`src/rtl/adder_tree_pipe_if.sv`:
```
// Operand/result bus for the pipelined adder tree: input beat channel plus result channel.
interface adder_tree_pipe_if #(
  parameter int DWIDTH = 32,
  parameter int NUM_IN = 16
);
  logic [NUM_IN*DWIDTH-1:0] in_data;
  logic                     in_valid;
  logic                     in_ready;
  logic                     sat_en;
  logic [DWIDTH-1:0]        out_data;
  logic                     out_ovf;
  logic                     out_valid;
  logic                     out_ready;

  modport master (
    output in_data, in_valid, sat_en, out_ready,
    input  in_ready, out_data, out_ovf, out_valid
  );

  modport slave (
    input  in_data, in_valid, sat_en, out_ready,
    output in_ready, out_data, out_ovf, out_valid
  );
endinterface

```
`src/rtl/adder_tree_pipe.sv`:
```
// Pipelined signed adder tree: one register level per tree level, global-stall flow control,
// saturate-or-wrap formatting folded into the final adder register.
module adder_tree_node #(
  parameter int W = 32
) (
  input  logic [W-1:0] a_i,
  input  logic [W-1:0] b_i,
  output logic [W:0]   sum_o
);
  assign sum_o = {a_i[W-1], a_i} + {b_i[W-1], b_i};
endmodule

module adder_tree_pipe #(
  parameter int DWIDTH = 32,
  parameter int NUM_IN = 16
) (
  input  logic             clk,
  input  logic             rst_n,
  adder_tree_pipe_if.slave bus
);
  localparam int LEVELS = $clog2(NUM_IN);
  localparam int NPAD   = 1 << LEVELS;
  localparam int SW     = DWIDTH + LEVELS;
  localparam int VW     = LEVELS + 1;

  logic              advance;
  logic [LEVELS:0]   vld_pipe_q;
  logic [LEVELS-1:0] sat_pipe_q;
  logic [SW-1:0]     sum_full;
  logic [DWIDTH-1:0] out_data_d, out_data_q;
  logic              out_ovf_d, out_ovf_q;

  // Whole pipe moves together; only a held result at the output can stop it.
  assign advance      = ~vld_pipe_q[LEVELS] | bus.out_ready;
  assign bus.in_ready = advance;

  always_ff @(posedge clk or negedge rst_n) begin
    if (!rst_n) begin
      vld_pipe_q <= '0;
      sat_pipe_q <= '0;
    end else if (advance) begin
      vld_pipe_q <= VW'({vld_pipe_q, bus.in_valid});
      sat_pipe_q <= LEVELS'({sat_pipe_q, bus.sat_en});
    end
  end

  // Level l holds NPAD>>l partial sums, each DWIDTH+l bits wide; level 0 is the operand register.
  for (genvar l = 0; l < LEVELS; l++) begin : g_lvl
    localparam int N = NPAD >> l;
    localparam int W = DWIDTH + l;
    logic [N-1:0][W-1:0] sum_d, sum_q;

    if (l == 0) begin : g_in
      for (genvar k = 0; k < N; k++) begin : g_op
        if (k < NUM_IN) begin : g_real
          assign sum_d[k] = bus.in_data[k*DWIDTH +: DWIDTH];
        end else begin : g_pad
          assign sum_d[k] = '0;
        end
      end
    end else begin : g_add
      for (genvar j = 0; j < N; j++) begin : g_node
        adder_tree_node #(.W(W-1)) u_node (
          .a_i  (g_lvl[l-1].sum_q[2*j]),
          .b_i  (g_lvl[l-1].sum_q[2*j+1]),
          .sum_o(sum_d[j])
        );
      end
    end

    always_ff @(posedge clk or negedge rst_n) begin
      if (!rst_n)       sum_q <= '0;
      else if (advance) sum_q <= sum_d;
    end
  end

  adder_tree_node #(.W(SW-1)) u_root (
    .a_i  (g_lvl[LEVELS-1].sum_q[0]),
    .b_i  (g_lvl[LEVELS-1].sum_q[1]),
    .sum_o(sum_full)
  );

  // Sum fits in DWIDTH iff all bits from the DWIDTH sign position upward agree.
  always_comb begin
    out_ovf_d  = ~(&sum_full[SW-1:DWIDTH-1] | ~|sum_full[SW-1:DWIDTH-1]);
    out_data_d = sum_full[DWIDTH-1:0];
    if (out_ovf_d && sat_pipe_q[LEVELS-1])
      out_data_d = sum_full[SW-1] ? {1'b1, {(DWIDTH-1){1'b0}}} : {1'b0, {(DWIDTH-1){1'b1}}};
  end

  always_ff @(posedge clk or negedge rst_n) begin
    if (!rst_n) begin
      out_data_q <= '0;
      out_ovf_q  <= 1'b0;
    end else if (advance) begin
      out_data_q <= out_data_d;
      out_ovf_q  <= out_ovf_d;
    end
  end

  assign bus.out_valid = vld_pipe_q[LEVELS];
  assign bus.out_data  = out_data_q;
  assign bus.out_ovf   = out_ovf_q;
endmodule
```
`src/flat_wrapper.sv`:
```
// flat-port wrapper written by rule: the top's interface ports become plain ports
module adder_tree_pipe_flat 
#(
  parameter int DWIDTH = 32,
  parameter int NUM_IN = 16
)
  (clk, rst_n, bus_in_data, bus_in_valid, bus_sat_en, bus_out_ready, bus_in_ready, bus_out_data, bus_out_ovf, bus_out_valid);
  adder_tree_pipe_if #(.DWIDTH(DWIDTH), .NUM_IN(NUM_IN)) bus_i ();
  input  logic clk;
  input  logic rst_n;
  input wire logic [$bits(bus_i.in_data)-1:0] bus_in_data;
  input wire logic [$bits(bus_i.in_valid)-1:0] bus_in_valid;
  input wire logic [$bits(bus_i.sat_en)-1:0] bus_sat_en;
  input wire logic [$bits(bus_i.out_ready)-1:0] bus_out_ready;
  output wire logic [$bits(bus_i.in_ready)-1:0] bus_in_ready;
  output wire logic [$bits(bus_i.out_data)-1:0] bus_out_data;
  output wire logic [$bits(bus_i.out_ovf)-1:0] bus_out_ovf;
  output wire logic [$bits(bus_i.out_valid)-1:0] bus_out_valid;
  assign bus_i.in_data = bus_in_data;
  assign bus_i.in_valid = bus_in_valid;
  assign bus_i.sat_en = bus_sat_en;
  assign bus_i.out_ready = bus_out_ready;
  assign bus_in_ready = bus_i.in_ready;
  assign bus_out_data = bus_i.out_data;
  assign bus_out_ovf = bus_i.out_ovf;
  assign bus_out_valid = bus_i.out_valid;
  adder_tree_pipe #(.DWIDTH(DWIDTH), .NUM_IN(NUM_IN)) u_core (.clk(clk), .rst_n(rst_n), .bus(bus_i));
endmodule
```
`config.mk`:
```
export PLATFORM = sky130hd
export DESIGN_NAME = adder_tree_pipe_flat
export DESIGN_NICKNAME = d
export VERILOG_FILES = /design/src/rtl/adder_tree_pipe_if.sv /design/src/rtl/adder_tree_pipe.sv /design/src/flat_wrapper.sv
export SDC_FILE = /design/constraint.sdc
export NUM_CORES = 2
export LEC_CHECK = 0
export BUFFER_PORTS_ARGS = -buffer_cell sky130_fd_sc_hd__buf_2
export CORE_ASPECT_RATIO = 0.5
export CORE_UTILIZATION = 61
export CTS_CLUSTER_SIZE = 16
export DETAILED_ROUTE_END_ITERATION = 8
export PLACE_DENSITY = 0.92
export SLEW_MARGIN = 0
export SYNTH_ARGS = -nofsm -noshare
export SYNTH_HDL_FRONTEND = slang
export SYNTH_SLANG_ARGS = --single-unit
```
`constraint.sdc`:
```
create_clock -name clk -period 4.95 [get_ports clk]
set_input_delay 0.99 -clock clk [delete_from_list [all_inputs] [get_ports clk]]
set_output_delay 0.99 -clock clk [all_outputs]
set_load 0.01 [all_outputs]
```
## Word level (Yosys, flattened, before mapping)

Index checks and enable logic that the tools add are counted.

| word-level totals | value |
|---|---|
| flip-flop bits (word level) | 1024 |
| latch bits | 0 |
| RAM bits | 0 |
| ROM bits | 0 |
| bits of input ports | 517 |
| logic and storage cells | 59 |
| memories kept | 0 |

| cells by class | value |
|---|---|
| $add $sub $neg | 15 |
| multipliers | 0 |
| div/mod/pow operators | 0 |
| order comparisons | 0 |
| equal/unequal tests | 0 |
| shift operators | 0 |
| muxes and demuxes | 2 |
| bitwise logic cells | 4 |
| reductions and logical operators | 4 |

Operator list:

| cell | count |
|---|---|
| adder 32 x 32 -> 33 bit | 8 |
| adder 33 x 33 -> 34 bit | 4 |
| adder 34 x 34 -> 35 bit | 2 |
| two-way mux 32 bit | 2 |
| adder 35 x 35 -> 36 bit | 1 |
| AND reduction 5 bit | 1 |
| OR reduction 5 bit | 1 |
| inverter 1 bit | 2 |
| bitwise OR 1 bit | 2 |
| logical AND 1 bit | 1 |
| zero test 1 bit | 1 |

## Logic depth before layout (Yosys ltp)

| depth | value |
|---|---|
| word-level depth | 7 |
| mapped depth | 16 |

## By module

A second synthesis with hierarchy kept.

| unflattened totals | value |
|---|---|
| cell total of the unflattened synthesis | 8231 |
| area, all modules | 66303.6 um^2 |

Modules (own cells, without submodules):

| module | instances | cells an instance | area each (um^2) | sequential area each (um^2) |
|---|---|---|---|---|
| adder_tree_pipe | 1 | 4334 | 38624.5 | 25624.6 |
| adder_tree_node at u_core.g_lvl[1].g_add.g_node[2].u_node ... | 6 | 247 | 1771.7 | 0.0 |
| adder_tree_node at u_core.g_lvl[2].g_add.g_node[0].u_node ... | 2 | 297 | 2074.5 | 0.0 |
| adder_tree_node at u_core.g_lvl[3].g_add.g_node[0].u_node ... | 2 | 265 | 1876.8 | 0.0 |
| adder_tree_node at u_core.g_lvl[1].g_add.g_node[0].u_node ... | 2 | 262 | 1811.7 | 0.0 |
| adder_tree_node at u_core.g_lvl[2].g_add.g_node[2].u_node ... | 2 | 238 | 1742.9 | 0.0 |
| adder_tree_node at u_core.u_root | 1 | 291 | 2037.0 | 0.0 |

## Worst setup path after synthesis

No wires, ideal clock.

| path | value |
|---|---|
| path kind | flip-flop to flip-flop |
| start point | reg u_core.g_lvl[3].sum_q[0] (netlist name) |
| end point | reg u_core.out_data_q[16], in the netlist u_core.bus.out_data[16] |
| arrival | 3.518 ns |
| required time | 4.824 ns |
| path slack | 1.306 ns |
| cell stages (with the launch flop) | 17 |
| clock period less this slack | 3.644 ns |
| path through | dfrtp_1 > ha_1 > inv_1 > fa_1 > nor2b_1 > o31a_1 > o31ai_2 > o22ai_1 > a21o_1 > a2111oi_0 > nor4b_1 > or4b_1 > and3_4 > and2_4 > buf_6 > buf_6 > a221o_1 |

| on the way | value |
|---|---|
| longest elaborated chain between the ends | 7 |
| elaborated cells on any way between the ends | 9 |
| those cells by class | add/sub (1); mux (2); bitwise (2); reduce/logical (4) |

RTL lines:

| item | RTL line | source |
|---|---|---|
| start, declared | adder_tree_pipe.sv:51 | `logic [N-1:0][W-1:0] sum_d, sum_q;` |
| start signal, assigned | adder_tree_pipe.sv:73 | `else if (advance) sum_q <= sum_d;` |
| adder 35 x 35 -> 36 bit * | adder_tree_pipe.sv:10 | `assign sum_o = {a_i[W-1], a_i} + {b_i[W-1], b_i};` |
| OR reduction 5 bit | adder_tree_pipe.sv:85 | `out_ovf_d = ~(&sum_full[SW-1:DWIDTH-1] \| ~\|sum_full[SW-1:DWIDTH-1]);` |
| zero test 1 bit | adder_tree_pipe.sv:85 |  |
| bitwise OR 1 bit | adder_tree_pipe.sv:85 |  |
| inverter 1 bit | adder_tree_pipe.sv:85 |  |
| logical AND 1 bit | adder_tree_pipe.sv:87 | `if (out_ovf_d && sat_pipe_q[LEVELS-1])` |
| two-way mux 32 bit * | adder_tree_pipe.sv:87 |  |
| end signal, assigned | adder_tree_pipe.sv:96 | `out_data_q <= out_data_d;` |
| end, declared | adder_tree_pipe.sv:30 | `logic [DWIDTH-1:0] out_data_d, out_data_q;` |

Every way passes the cells marked *; elsewhere a longest branch is shown, timed or not.
A chain may end at the register's enable or synchronous reset.

## Worst setup path in the final report

| path | value |
|---|---|
| start point | reg u_core.g_lvl[0].sum_q[352] (netlist name) |
| end point | reg u_core.g_lvl[1].sum_q[195] (netlist name) |

| on the way | value |
|---|---|
| longest elaborated chain between the ends | 1 |

RTL lines:

| item | RTL line |
|---|---|
| start, declared | adder_tree_pipe.sv:51 |
| start signal, assigned | adder_tree_pipe.sv:73 |
| adder 32 x 32 -> 33 bit | adder_tree_pipe.sv:10 |
| end signal, assigned | adder_tree_pipe.sv:73 |
| end, declared | adder_tree_pipe.sv:51 |

Every way passes these cells.

==> results.yml <==
worst_setup_path:
  rr_startpoint: "u_core.g_lvl[0].sum_q[352]"
  crit_start: "u_core.g_lvl[0].sum_q[352]"
  crit_path_end_kind: "register"
  required_ns: 5.60
  cpPeakStageDelay_ns: 0.85
  cp-start-kind: "register"
  slowest_stage: "o311ai_0"
  crit_arrival_ns: 5.04
  crit_fanout: 4
  crit_chain: "ha_1, inv_1, fa_1, nor2b_1, o21ai_0, a21boi_0, o41ai_1, o31ai_1, a31oi_1, o311ai_0, o31a_1, a21oi_1, or4b_2, nand3_1"
  criticalPathCategory: "reg2reg"
worst_hold_path:
  min_path_type: "in2async"
sta:
  relSlewSlack_pct: 23.9
  tightestPinTransition_ns: 1.14
  fin_crit_sh_pct: 88.7
  finalMaxSlewViolations: 0
  min_period_ns: 4.39
  fin_worst_skew_ns: 0.0349
  final_hold_viol_count: 0
  tns_ns: 0
  max_freq_mhz: 228
  grt_setup_unrepaired: "no"
  setup_viol: 0
final_layout:
  drive_gt1_share_pct: 10.4
  utilization_pct: 69.5
  nNetsFinal: 8384
  areaGrowthSynthToFinish_pct: 11.9
  multi_input_area_sq_mm: 0.0325
  fillCellCount: 7112
  regArea_sq_mm: 0.0256
synth:
  synthesis.instances: 6927
  synth.distinct_cells: 80
  synth_area_sq_mm: 0.0597
  yosys-top-cells-area: "dfrtp_1, nand2_1, ha_1"
  syn-num-nets: 7950
  synth_top_area_share_pct: 43.0
  yosysWarnings: 0
  synth-edff-count: 0
  ys.flop_type: "dfrtp_1"
  ys_seq_area_share_pct: 43.0
  synthArstFlopShare_pct: 100
  synth_area_leader_cell: "dfrtp_1"
  synth_seq_cells: 1024
  syn_avg_cell_area_sq_um: 8.61
floorplanning:
  die_w_um: 444
  io_pins: 552
  design.core.area_sq_mm: 0.0961
  start_util_pct: 62.1
  die_y_um: 223
  row_count: 80
  fp.dieArea_sq_mm: 0.0991
global_routing:
  antenna_found_initial: 12
  overflow: 0
  grt_pass1_vias: 50639
  grt_max_degree: 233
  grt_pass1_wl_um: 265000
  gr-usage-all-layers_pct: 33.5
clocking:
  cts_sinks: 1024
  ctsHoldBuffers: 0
  cts_setup_buffers: 0
  cts-root-buf: "clkbuf_16"
  post_cts_resized: 0
  htreeDepth: 3
  cts.path.max_buffers: 3
  insertion_delay_ns: 0.71
  cts_tree: "built"
  numCtsBuffers: 90
  cts.reportedPaths.clkPinSlew_ns: 0.07
pwr:
  p_per_area_mw_per_mm2: 843
  p_sw_uw: 26900
  pwr-share-comb_pct: 59.7
  p_int_uw: 29400
  p_clk_share_pct: 13.5
  ir_drop_mv: 0.431
  switching_share_pct: 47.7
  p_seq_share_pct: 26.8
  leakagePower_uw: 0.0334
place:
  dpl.hpwl_um: 124000
  place.gp.congestion: 1.00
  port_buffers: 551
routing:
  firstDrtPassIters: 7
  wl_per_cell_um: 19.2
  drtIter0Drc: 4987
  ant_nets: 0
  vias_per_cell: 6.00
  via_count: 52350
  drc_errors: 0
  wirelength_um: 167000
job:
  cap_violations: 0
outcome:
  outcome: "complete, no violations"
## layout by cell type, fill, tap and decap left out, drive strengths merged, types with 14 or more instances in the layout
| master | n |
|---|---|
| nand2 | 1999 |
| dfrtp | 1024 |
| buf | 587 |
| a21oi | 582 |
| ha | 491 |
| nor2 | 437 |
| o21ai | 396 |
| a21o | 221 |
| xor2 | 207 |
| xnor2 | 188 |
| inv | 151 |
| clkbuf | 130 |
| nand2b | 84 |
| nand3 | 75 |
| o21bai | 71 |
| o21a | 69 |
| nor3 | 69 |
| o31ai | 57 |
| a211oi | 55 |
| and3 | 49 |
| nor2b | 48 |
| a31oi | 44 |
| nand4 | 27 |
| o211ai | 26 |
| clkinv | 20 |
| a221o | 19 |
| or3 | 18 |
| and2 | 17 |
| fa | 15 |
| or2 | 14 |
| nor3b | 14 |
| a2111oi | 14 |
## final cells by class
class	instances	share of cell area, %
multi-input combinational	5509	48.7
sequential	1024	38.4
timing repair buffer	587	4.94
clock buffer	130	3.95
tap	1271	2.38
inverter	149	0.849
clock inverter	35	0.727
antenna	13	0.0487
## worst max-delay path, delay by kind of cell (launching register included)
family          cells  cell delay, ns
flops               1            0.35
compound gates      8            2.49
buf+inv             1            0.05
fa+ha+maj           2            0.56
simple gates        3            0.85
## kinds of logic after synthesis
| kind of cell | after synthesis | synth area share (%) |
|---|---|---|
| compound gates | 1704 | 17.8 |
| xor+xnor | 395 | 5.80 |
| fa+ha+maj | 506 | 10.8 |
| buf+inv | 394 | 2.52 |
| flops | 1024 | 43.0 |
| mux | 4 | 0.0734 |
| simple gates | 2900 | 20.1 |
## metrics by stage
stage          cell area (sq um)  hold slack (ns)  cells  total power (uW)  setup WS, ns
2_1_floorplan              59700            0.430   6927             37700          1.31
3_3_place_gp               63600            0.452   8540             46300         0.885
3_5_place_dp               63600            0.459   8540             47300         0.731
4_1_cts                    66700            0.343   8705             55300         0.678
5_1_grt                    66800            0.367   8712             60000         0.202
6_report                   66800            0.323   8718             56300         0.559
## path summary, 6_finish.rpt
check / endpoint / slack, ns / depth (start not counted)
setup / recovery: u_core.g_lvl[1].sum_q[195] / 0.56 / 14
hold reg to reg: u_core.g_lvl[0].sum_q[120] / 0.47 / 2
setup reg to reg: u_core.g_lvl[1].sum_q[195] / 0.56 / 14
min in group clk: u_core.g_lvl[0].sum_q[120] / 0.47 / 2
max in group asynchronous: u_core.g_lvl[3].sum_q[53] / 3.30 / 2
hold / removal: u_core.g_lvl[0].sum_q[360] / 0.32 / 1
## power by group through the flow
stage	clock [uW]	sequential [uW]	combinational, uW
final	7600	15100	33600
after global routing	7940	15300	36800
after CTS	7630	14900	32800
after detailed placement	0	15000	32300
after global placement	0	14900	31400
after floorplan	0	13600	24100
## metal layers
metal	vias to the layer above	track usage [%]	part of all wire (%)	routed length [um]
li1	24650	-	-	-
met1	25316	45.0	41	68800
met2	1982	52.9	45	76100
met3	396	8.26	9.8	16400
met4	6	12.1	3.7	6120
met5	-	0	0.020	34
## registers in the layout (all words and copies together), names as in the netlist
register / flops
u_core.g_lvl.sum_q: 982
u_core.bus.out_data: 32
u_core.vld_pipe_q: 5
u_core.bus.out_ovf: 1
u_core.sat_pipe_q: 4
## synth_stat cells, drive strengths merged, types with 14 or more instances
library cell / n
a2111oi: 14
a211oi: 55
a21o: 221
a21oi: 582
a221o: 19
a31oi: 44
and2: 17
and3: 49
buf: 15
clkbuf: 230
dfrtp: 1024
fa: 15
ha: 491
inv: 148
nand2: 1999
nand2b: 84
nand3: 75
nand4: 27
nor2: 437
nor2b: 48
nor3: 69
nor3b: 14
o211ai: 26
o21a: 69
o21ai: 396
o21bai: 71
o31ai: 57
or2: 14
or3: 18
xnor2: 188
xor2: 207
Power figures use the tool's default switching activity.
